`config.mk`:
```
export PLATFORM = sky130hd
export DESIGN_NAME = spike_train_decoder_flat
export DESIGN_NICKNAME = d
export VERILOG_FILES = /design/src/rtl/neuron_pkg.sv /design/src/rtl/spike_train_decoder_if.sv /design/src/rtl/isi_timer.sv /design/src/rtl/spike_train_decoder.sv /design/src/flat_wrapper.sv
export SDC_FILE = /design/constraint.sdc
export NUM_CORES = 1
export LEC_CHECK = 0
export ABC_CLOCK_PERIOD_IN_PS = 7900
export CORE_ASPECT_RATIO = 0.7
export CORE_MARGIN = 2
export CORE_UTILIZATION = 43
export CTS_CLUSTER_DIAMETER = 150
export DETAILED_ROUTE_END_ITERATION = 7
export SKIP_CTS_REPAIR_TIMING = 1
export SYNTH_ARGS = -nofsm -noshare
export SYNTH_HDL_FRONTEND = slang
export SYNTH_SLANG_ARGS = --single-unit
```
`constraint.sdc`:
```
create_clock -name clk -period 7.9 [get_ports clk]
set_input_delay 1.975 -clock clk [delete_from_list [all_inputs] [get_ports clk]]
set_output_delay 1.975 -clock clk [all_outputs]
set_load 0.02 [all_outputs]
```
`src/rtl/neuron_pkg.sv`:
```
// Shared types for the neuron spike interface.
// Stats record, firing-dynamics labels and the ISI "none" marker.
package neuron_pkg;

    localparam int CNT_W_DEF  = 16;
    localparam int ISI_W_DEF  = 16;
    localparam int DROP_W_DEF = 8;

    localparam logic [ISI_W_DEF-1:0] ISI_NONE = '1;

    typedef enum logic [2:0] {
        RS, IB, CH, FS, TC, RZ, LTS
    } dyn_t;

    typedef struct packed {
        logic [CNT_W_DEF-1:0] count;
        logic [ISI_W_DEF-1:0] isi_min;
        logic [ISI_W_DEF-1:0] isi_last;
    } spike_stats_t;

    typedef enum logic {
        ST_IDLE,
        ST_RUN
    } dec_state_t;

endpackage

```
`src/rtl/spike_train_decoder_if.sv`:
```
// Result-record valid/ready channel of the spike train decoder.
// The decoder drives the master side; logger/classifier is the slave.
interface spike_train_decoder_if #(
    parameter int CNT_W  = 16,
    parameter int ISI_W  = 16,
    parameter int DROP_W = 8
);
    logic              out_valid;
    logic              out_ready;
    logic [CNT_W-1:0]  out_count;
    logic [ISI_W-1:0]  out_isi_min;
    logic [ISI_W-1:0]  out_isi_last;
    logic [DROP_W-1:0] out_drop;

    modport master (
        output out_valid,
        input  out_ready,
        output out_count,
        output out_isi_min,
        output out_isi_last,
        output out_drop
    );

    modport slave (
        input  out_valid,
        output out_ready,
        input  out_count,
        input  out_isi_min,
        input  out_isi_last,
        input  out_drop
    );
endinterface

```
`src/rtl/isi_timer.sv`:
```
// Saturating cycles-since-last-spike counter.
// Reports an ISI on every spike that has a predecessor.
module isi_timer #(
    parameter int ISI_W = 16
) (
    input  logic             clk,
    input  logic             rst,
    input  logic             clr_i,
    input  logic             spike_i,
    output logic             isi_valid_o,
    output logic [ISI_W-1:0] isi_value_o
);

    localparam logic [ISI_W-1:0] SAT = '1;

    logic [ISI_W-1:0] cnt_q, cnt_d;
    logic             have_q, have_d;

    // cnt_q equals t - t_last during cycle t
    assign isi_valid_o = spike_i && have_q && !clr_i;
    assign isi_value_o = cnt_q;

    always_comb begin
        cnt_d  = cnt_q;
        have_d = have_q;
        if (clr_i) begin
            cnt_d  = SAT;
            have_d = 1'b0;
        end else if (spike_i) begin
            cnt_d  = {{(ISI_W-1){1'b0}}, 1'b1};
            have_d = 1'b1;
        end else if (cnt_q != SAT) begin
            cnt_d = cnt_q + 1'b1;
        end
    end

    always_ff @(posedge clk) begin
        if (!rst) begin
            cnt_q  <= SAT;
            have_q <= 1'b0;
        end else begin
            cnt_q  <= cnt_d;
            have_q <= have_d;
        end
    end

endmodule

```
`src/rtl/spike_train_decoder.sv`:
```
// Windowed spike-count / ISI statistics over a neuron spike pulse.
// One record per closed window, offered on a valid/ready channel.
module spike_train_decoder
    import neuron_pkg::*;
#(
    parameter int WINDOW = 1000,
    parameter int CNT_W  = CNT_W_DEF,
    parameter int ISI_W  = ISI_W_DEF,
    parameter int DROP_W = DROP_W_DEF
) (
    input  logic clk,
    input  logic rst,
    input  logic en,
    input  logic spike,
    spike_train_decoder_if.master res
);

    localparam logic [CNT_W-1:0]  WIN_LAST = CNT_W'(WINDOW - 1);
    localparam logic [CNT_W-1:0]  CNT_MAX  = '1;
    localparam logic [ISI_W-1:0]  NONE     = '1;
    localparam logic [DROP_W-1:0] DROP_MAX = '1;

    dec_state_t state_q, state_d;

    logic [CNT_W-1:0] win_q, win_d;

    logic [CNT_W-1:0] cnt_q, cnt_d;
    logic [ISI_W-1:0] min_q, min_d;
    logic [ISI_W-1:0] last_q, last_d;

    logic              vld_q, vld_d;
    logic [CNT_W-1:0]  oc_q, oc_d;
    logic [ISI_W-1:0]  om_q, om_d;
    logic [ISI_W-1:0]  ol_q, ol_d;
    logic [DROP_W-1:0] drop_q, drop_d;

    logic             spk;
    logic             close;
    logic             isi_v;
    logic [ISI_W-1:0] isi;
    logic [CNT_W-1:0] b_cnt, c_cnt;
    logic [ISI_W-1:0] b_min, c_min;
    logic [ISI_W-1:0] b_last, c_last;
    logic             accept;

    always_comb begin
        state_d = state_q;
        unique case (state_q)
            ST_IDLE: if (en)  state_d = ST_RUN;
            ST_RUN:  if (!en) state_d = ST_IDLE;
            default: state_d = ST_IDLE;
        endcase
    end

    // Leaving (or sitting in) IDLE forgets the previous spike
    isi_timer #(.ISI_W(ISI_W)) u_isi (
        .clk         (clk),
        .rst         (rst),
        .clr_i       (state_d == ST_IDLE),
        .spike_i     (spk),
        .isi_valid_o (isi_v),
        .isi_value_o (isi)
    );

    assign spk    = en && spike;
    assign close  = en && (win_q == WIN_LAST);
    assign accept = vld_q && res.out_ready;

    always_comb begin
        b_cnt  = cnt_q;
        b_min  = min_q;
        b_last = last_q;
        if (win_q == '0) begin
            b_cnt  = '0;
            b_min  = NONE;
            b_last = NONE;
        end
        c_cnt  = b_cnt;
        c_min  = b_min;
        c_last = b_last;
        if (spk && (b_cnt != CNT_MAX)) c_cnt = b_cnt + 1'b1;
        if (isi_v) begin
            c_last = isi;
            if (isi < b_min) c_min = isi;
        end
    end

    always_comb begin
        win_d  = '0;
        cnt_d  = '0;
        min_d  = NONE;
        last_d = NONE;
        if (en) begin
            win_d  = close ? '0 : win_q + 1'b1;
            cnt_d  = c_cnt;
            min_d  = c_min;
            last_d = c_last;
        end
    end

    always_comb begin
        vld_d  = vld_q;
        oc_d   = oc_q;
        om_d   = om_q;
        ol_d   = ol_q;
        drop_d = drop_q;
        if (accept) vld_d = 1'b0;
        if (close) begin
            if (!vld_q || accept) begin
                vld_d = 1'b1;
                oc_d  = c_cnt;
                om_d  = c_min;
                ol_d  = c_last;
            end else if (drop_q != DROP_MAX) begin
                drop_d = drop_q + 1'b1;
            end
        end
    end

    always_ff @(posedge clk) begin
        if (!rst) begin
            state_q <= ST_IDLE;
            win_q   <= '0;
            cnt_q   <= '0;
            min_q   <= NONE;
            last_q  <= NONE;
            vld_q   <= 1'b0;
            oc_q    <= '0;
            om_q    <= NONE;
            ol_q    <= NONE;
            drop_q  <= '0;
        end else begin
            state_q <= state_d;
            win_q   <= win_d;
            cnt_q   <= cnt_d;
            min_q   <= min_d;
            last_q  <= last_d;
            vld_q   <= vld_d;
            oc_q    <= oc_d;
            om_q    <= om_d;
            ol_q    <= ol_d;
            drop_q  <= drop_d;
        end
    end

    assign res.out_valid    = vld_q;
    assign res.out_count    = oc_q;
    assign res.out_isi_min  = om_q;
    assign res.out_isi_last = ol_q;
    assign res.out_drop     = drop_q;

endmodule
```
`src/flat_wrapper.sv`:
```
// flat-port wrapper written by rule: the top's interface ports become plain ports
module spike_train_decoder_flat import neuron_pkg::*;
#(
    parameter int WINDOW = 1000,
    parameter int CNT_W  = CNT_W_DEF,
    parameter int ISI_W  = ISI_W_DEF,
    parameter int DROP_W = DROP_W_DEF
)
  (clk, rst, en, spike, res_out_valid, res_out_ready, res_out_count, res_out_isi_min, res_out_isi_last, res_out_drop);
  spike_train_decoder_if #(.CNT_W(CNT_W), .ISI_W(ISI_W), .DROP_W(DROP_W)) res_i ();
  input  logic clk;
  input  logic rst;
  input  logic en;
  input  logic spike;
  output wire logic [$bits(res_i.out_valid)-1:0] res_out_valid;
  input wire logic [$bits(res_i.out_ready)-1:0] res_out_ready;
  output wire logic [$bits(res_i.out_count)-1:0] res_out_count;
  output wire logic [$bits(res_i.out_isi_min)-1:0] res_out_isi_min;
  output wire logic [$bits(res_i.out_isi_last)-1:0] res_out_isi_last;
  output wire logic [$bits(res_i.out_drop)-1:0] res_out_drop;
  assign res_out_valid = res_i.out_valid;
  assign res_i.out_ready = res_out_ready;
  assign res_out_count = res_i.out_count;
  assign res_out_isi_min = res_i.out_isi_min;
  assign res_out_isi_last = res_i.out_isi_last;
  assign res_out_drop = res_i.out_drop;
  spike_train_decoder #(.WINDOW(WINDOW), .CNT_W(CNT_W), .ISI_W(ISI_W), .DROP_W(DROP_W)) u_core (.clk(clk), .rst(rst), .en(en), .spike(spike), .res(res_i));
endmodule
```
# Word level (Yosys, flattened, before mapping)

Cells that the tools add are included.

Word-level logic and storage cells: 54
Output and inout port bits: 57
Register bits: 138
Input bits: 5

Bitwise logic cells: 4
Reduce and logical (&&, ||, !) cells: 16
Mux-type cells: 13
Order comparisons: 1
Eq/ne operators: 4
Add/sub/neg operators: 4

Operators with widths:

| kind                                                                    | number |
|---|---|
| 16-bit two-way mux                                                      | 9 |
| 16-bit by 1-bit adder with 16-bit output, second input constant         | 3 |
| 16-bit inequality test, second input constant                           | 2 |
| 16-bit by 10-bit equality test with 1-bit output, second input constant | 1 |
| 16-bit logical NOT                                                      | 1 |
| 16-bit less-than comparator                                             | 1 |
| 8-bit by 1-bit adder with 8-bit output, second input constant           | 1 |
| 8-bit inequality test, second input constant                            | 1 |
| 1-bit logical AND                                                       | 6 |
| 2-bit AND reduction                                                     | 3 |
| 3-bit OR reduction                                                      | 2 |
| 1-bit two-way mux                                                       | 4 |
| 1-bit inverter                                                          | 4 |
| 3-bit AND reduction                                                     | 1 |
| 2-bit nonzero test                                                      | 1 |
| 1-bit logical NOT                                                       | 1 |
| 1-bit logical OR                                                        | 1 |

# Longest topological paths before layout

Word-level depth: 5
Mapped depth: 15
Depth with buffers taken out: 12

# Hierarchy

A second synthesis with hierarchy kept.

Cells, all modules: 734
Area, all modules: 6313.6 um^2

Modules (own cells, without submodules):

| module              | area each (um^2) | cells each | instances |
|---|---|---|---|
| spike_train_decoder | 5382.7           | 631        | 1 |
| isi_timer           | 930.9            | 103        | 1 |

# Least setup slack after synthesis

OpenSTA, ideal clock, no wires.

Kind: input to register
Start point: input port spike
End point: register u_core.om_q[10], in the netlist u_core.res.out_isi_min[10]
Stages on the path: 8
Required time: 7.831 ns
Path slack: 4.328 ns
Arrival time: 3.503 ns
Path buffers: 2
Path through: buf_4 > and2_1 > nand2_1 > a2111oi_1 > o21ai_2 > buf_6 > mux2_4 > o21ai_1

Word-level cells in the longest chain between the ends: 4

RTL lines:

| what                            | RTL line                   | RTL |
|---|---|---|
| from (decl)                     | flat_wrapper.sv:14         | `input logic spike;` |
| 1-bit logical AND               | spike_train_decoder.sv:65  | `assign spk = en && spike;` |
| 1-bit logical AND (2 in series) | isi_timer.sv:20            | `assign isi_valid_o = spike_i && have_q && !clr_i;` |
| 16-bit two-way mux              | spike_train_decoder.sv:82  | `if (isi_v) begin` |
| to (signal assigned)            | spike_train_decoder.sv:140 | `om_q <= om_d;` |
| to (decl)                       | spike_train_decoder.sv:33  | `logic [ISI_W-1:0] om_q, om_d;` |

Every way passes these cells.
A chain may end at the register's enable or synchronous reset.

# Final worst setup path

Start point: input port spike
End point: register u_core.om_q[5], in the netlist u_core.res.out_isi_min[5]

Same word-level chain as after synthesis.

==> PnR_summary.wiki <==
{| class="wikitable"
! Metric !! Value
|-
| Maximum vdd ir drop || approximately 0.00015 V
|-
| Crit path max-delay family || compound AO/OA/AOI/OAI gates
|-
| Summed instance area of the synthesized netlist || ~0.006 mm^2
|-
| Actual slew at the worst max-slew pin || 1.072 ns
|-
| Fraction of layout cells with a size suffix above 1 || 8.016%
|-
| Die Y-Extent || 102.2 um
|-
| Async set-reset flop share out of synthesis || 0%
|-
| Synth warnings || 0
|-
| Adder-cell share of the synthesized area || around 4.2%
|-
| Total Routed Length || roughly 14 mm
|-
| Bufs and invs on worst path || 1
|-
| Number of vias after detailed routing || slightly below 5000
|-
| Most used flip-flop cell after synthesis || sky130_fd_sc_hd__dfxtp_1
|-
| Number of max-cap violations || 0
|-
| Power Density || 217.6 mW/mm^2
|-
| Status || finished clean
|-
| Filler-free cell count of the finished design || 921
|-
| Compound-cell area share of the yosys netlist || 12.28%
|-
| Largest net degree at the start of global routing || 72
|-
| Post-detailed-placement half-perimeter wirelength || ~9.2 mm
|-
| Final critical-path share of the clock period || 57.57%
|-
| Simple-gate share of the synthesized area || between 20 and 25%
|-
| Wire length of the first global-routing pass || 22.58 mm
|-
| Final setup fails || 0
|-
| Area growth from synthesis to final layout || 22.38%
|-
| Area of the placeable core || between 0.01 and 0.015 mm^2
|-
| Initial antenna violation count || 0
|-
| TritonCTS clock tree || built
|-
| Category of the worst setup path capture point || register
|-
| N_diodes || 0
|-
| Final period demand of the worst path || 4.548 ns
|-
| Count of nets after finishing || 748
|-
| Number of ports placed on the die boundary || 62
|-
| Global placement routability congestion || 0.8772
|-
| Count of routing violations after the opening detailed-route iteration || 295
|-
| Later-pin clock latency in the skew report || 0.41 ns
|-
| Total number of clock tree sinks || approximately 140
|-
| Parity-gate share of the synthesized area counting xor and xnor cells || about 6.8%
|-
| Average instance area after synthesis || 8.811 um^2
|-
| Total count of max-transition violations in the final report || 0
|-
| Number of global-route vias before repair || 4657
|-
| Count of standard-cell rows || 35
|-
| Clock Tree Buf Depth || 2
|-
| Number of buffers created by CTS || 17
|-
| Share of cell area taken by muxes after synthesis || 4.607%
|-
| WP data arrival || 4.88 ns
|-
| Worst-path cell with the longest stage delay || sky130_fd_sc_hd__clkdlybuf4s50_1
|-
| Largest fanout of any net on the critical path || 19
|-
| Number of filler cells placed in the layout || 1203
|-
| Drt first pass iters || 7
|-
| Utilization after layout || 54.43%
|-
| Class of the worst hold path || reg2reg
|-
| Critical Path Start Type || input port
|-
| CTS root buffer || sky130_fd_sc_hd__clkbuf_16
|-
| Maximum achievable frequency || 219.9 MHz
|-
| Global routing usage summed across all routing layers || 19.58%
|-
| Cell taking the most area after synthesis || sky130_fd_sc_hd__dfxtp_1
|-
| Register clock-pin slew on the reported worst setup and hold paths || ~0.060 ns
|-
| Share of the synthesized area in the top cell type || a little under half
|-
| Overflow after GRT || 0
|-
| Setup tns final || 0 ns
|-
| Number of instances in the synthesized netlist || 672
|-
| DRC violations left || 0
|-
| Die area || 0.01474 mm^2
|-
| Relative slew margins || roughly 29%
|-
| Critical Path Max Stage Delay || 0.83 ns
|-
| EDFF count, synth || 0
|-
| Vias per std cell || 5.278
|-
| Critical Path, Cell by Cell || clkdlybuf4s50_1 > and2_1 > nand2_1 > a2111oi_1 > o21ai_2 > mux2_2 > o21ai_0
|-
| Static leakage || around 2.8 nW
|-
| Flip-flop and latch count after synthesis || between 100 and 150
|-
| Combinational family with the most area after synthesis || simple AND/OR/NAND/NOR gates
|-
| Number of levels the H-tree was split into || 4
|-
| Largest cells by area after synthesis || sky130_fd_sc_hd__dfxtp_1, sky130_fd_sc_hd__nand2_1, sky130_fd_sc_hd__xnor2_1
|-
| Die Span X || roughly 140 um
|-
| Number of I/O port buffers || 61
|-
| Critical path required time || 8.23 ns
|-
| Detailed-route wire length per cell || 14.72 um
|-
| Antenna Nets Post-Route || 0
|-
| Sequential area share after synthesis || 46.66%
|-
| DP Cell Count || 889
|-
| Starting density of the core || roughly 44%
|-
| Setup repair after global routing missed its margin || false
|-
| Netlist cell types || 44
|-
| Category of the most critical setup path || in2reg
|-
| Final Hold Vio Count || 0
|-
| Post-Synthesis Net Count || 697
|-
| Clock Skew || 0.01041 ns
|}
## sequential cells by signal, indices dropped and copies added (netlist names), 16 cells and up
| register | cells |
|---|---|
| u_core.res.out_count | 16 |
| u_core.cnt_q | 16 |
| u_core.u_isi.isi_value_o | 16 |
| u_core.last_q | 16 |
| u_core.res.out_isi_last | 16 |
| u_core.res.out_isi_min | 16 |
| u_core.win_q | 16 |
| u_core.min_q | 16 |
## worst min-delay path, cell delays in order, from the launching register on
cell                      delay, ns
sky130_fd_sc_hd__dfxtp_1       0.31
sky130_fd_sc_hd__nand2_1       0.05
sky130_fd_sc_hd__a21oi_1       0.05
## synth_stat cells, drive strengths merged (3+ instances only)
cell	n
mux2i	7
ha	20
xnor2	31
or3	18
clkbuf	26
xor2	15
nor2b	3
and3	9
mux2	15
o21ai	63
nand4	14
o211ai	18
inv	21
nand2b	6
a21oi	38
buf	8
a211oi	4
nand3	23
and2	8
nand2	81
nor3	13
dfxtp	138
and4	6
nor2	66
nor4	11
## metal layers
| metal | global-route usage, % | up-vias | routed length (um) | share of wire (%) |
|---|---|---|---|---|
| li1 | - | 2428 | - | - |
| met1 | 25.91 | 2304 | 6590 | 49 |
| met2 | 31.36 | 109 | 6164 | 45 |
| met3 | 5.201 | 20 | 602 | 4.4 |
| met4 | 6.721 | 0 | 196 | 1.4 |
| met5 | 0 | - | 0 | 0 |
## path summary, 6_finish.rpt
| check | startpoint | end | slack [ns] | cells after the start |
|---|---|---|---|---|
| worst max-delay path | spike | u_core.res.out_isi_min[5] | 3.35 | 7 |
| worst max register to register | u_core.win_q[0] | u_core.res.out_isi_min[5] | 3.95 | 13 |
| worst min-delay path | u_core.res.out_count[9] | u_core.res.out_count[9] | 0.46 | 2 |
| worst min register to register | u_core.res.out_count[9] | u_core.res.out_count[9] | 0.46 | 2 |
## logic make-up (layout without fill, tap and decap cells)
kind of cell | Yosys count | after routing
xor+xnor | 46 | 46
fa+ha+maj | 20 | 20
buf+inv | 55 | 119
compound gates | 129 | 129
simple gates | 262 | 262
mux | 22 | 22
flops | 138 | 138
## through the flow
stage | hold slack, ns | instance area [um^2] | power (mW) | setup slack (ns)
final | 0.4593 | 7246 | 1.576 | 3.352
after global placement | 0.4438 | 6659 | 0.8092 | 3.037
after floorplan | 0.4300 | 5921 | 0.7879 | 4.328
after global routing | 0.4993 | 7246 | 1.636 | 3.013
after CTS | 0.4623 | 7246 | 1.596 | 3.328
after detailed placement | 0.4521 | 6659 | 0.8105 | 2.893
## power by group
group          leakage (nW)  internal, mW  switching [mW]
sequential             1.12         0.703          0.0110
combinational          1.42        0.0292          0.0526
clock                 0.276         0.475           0.306
total                  2.82          1.21           0.370
## cell type report
class | instances | area (um^2) | share of cell area (%)
Clock buffer | 19 | 442.9 | 6.113
Clock inverter | 13 | 143.9 | 1.986
Inverter | 21 | 78.83 | 1.088
Multi-Input combinational cell | 479 | 2938 | 40.55
Sequential cell | 138 | 2763 | 38.13
Tap cell | 185 | 231.5 | 3.195
Timing Repair Buffer | 66 | 648.1 | 8.945
## cell usage in the layout, fill, tap and decap left out, drive strengths merged, types with 14 or more instances in the layout
cell           count
xor2              15
nor2              66
xnor2             31
o211ai            18
mux2              15
clkbuf            19
nand3             23
or3               18
inv               23
a21oi             38
ha                20
nand2             81
clkdlybuf4s50     61
o21ai             63
nand4             14
dfxtp            138
Note: power is estimated with default switching activity, not from simulation.
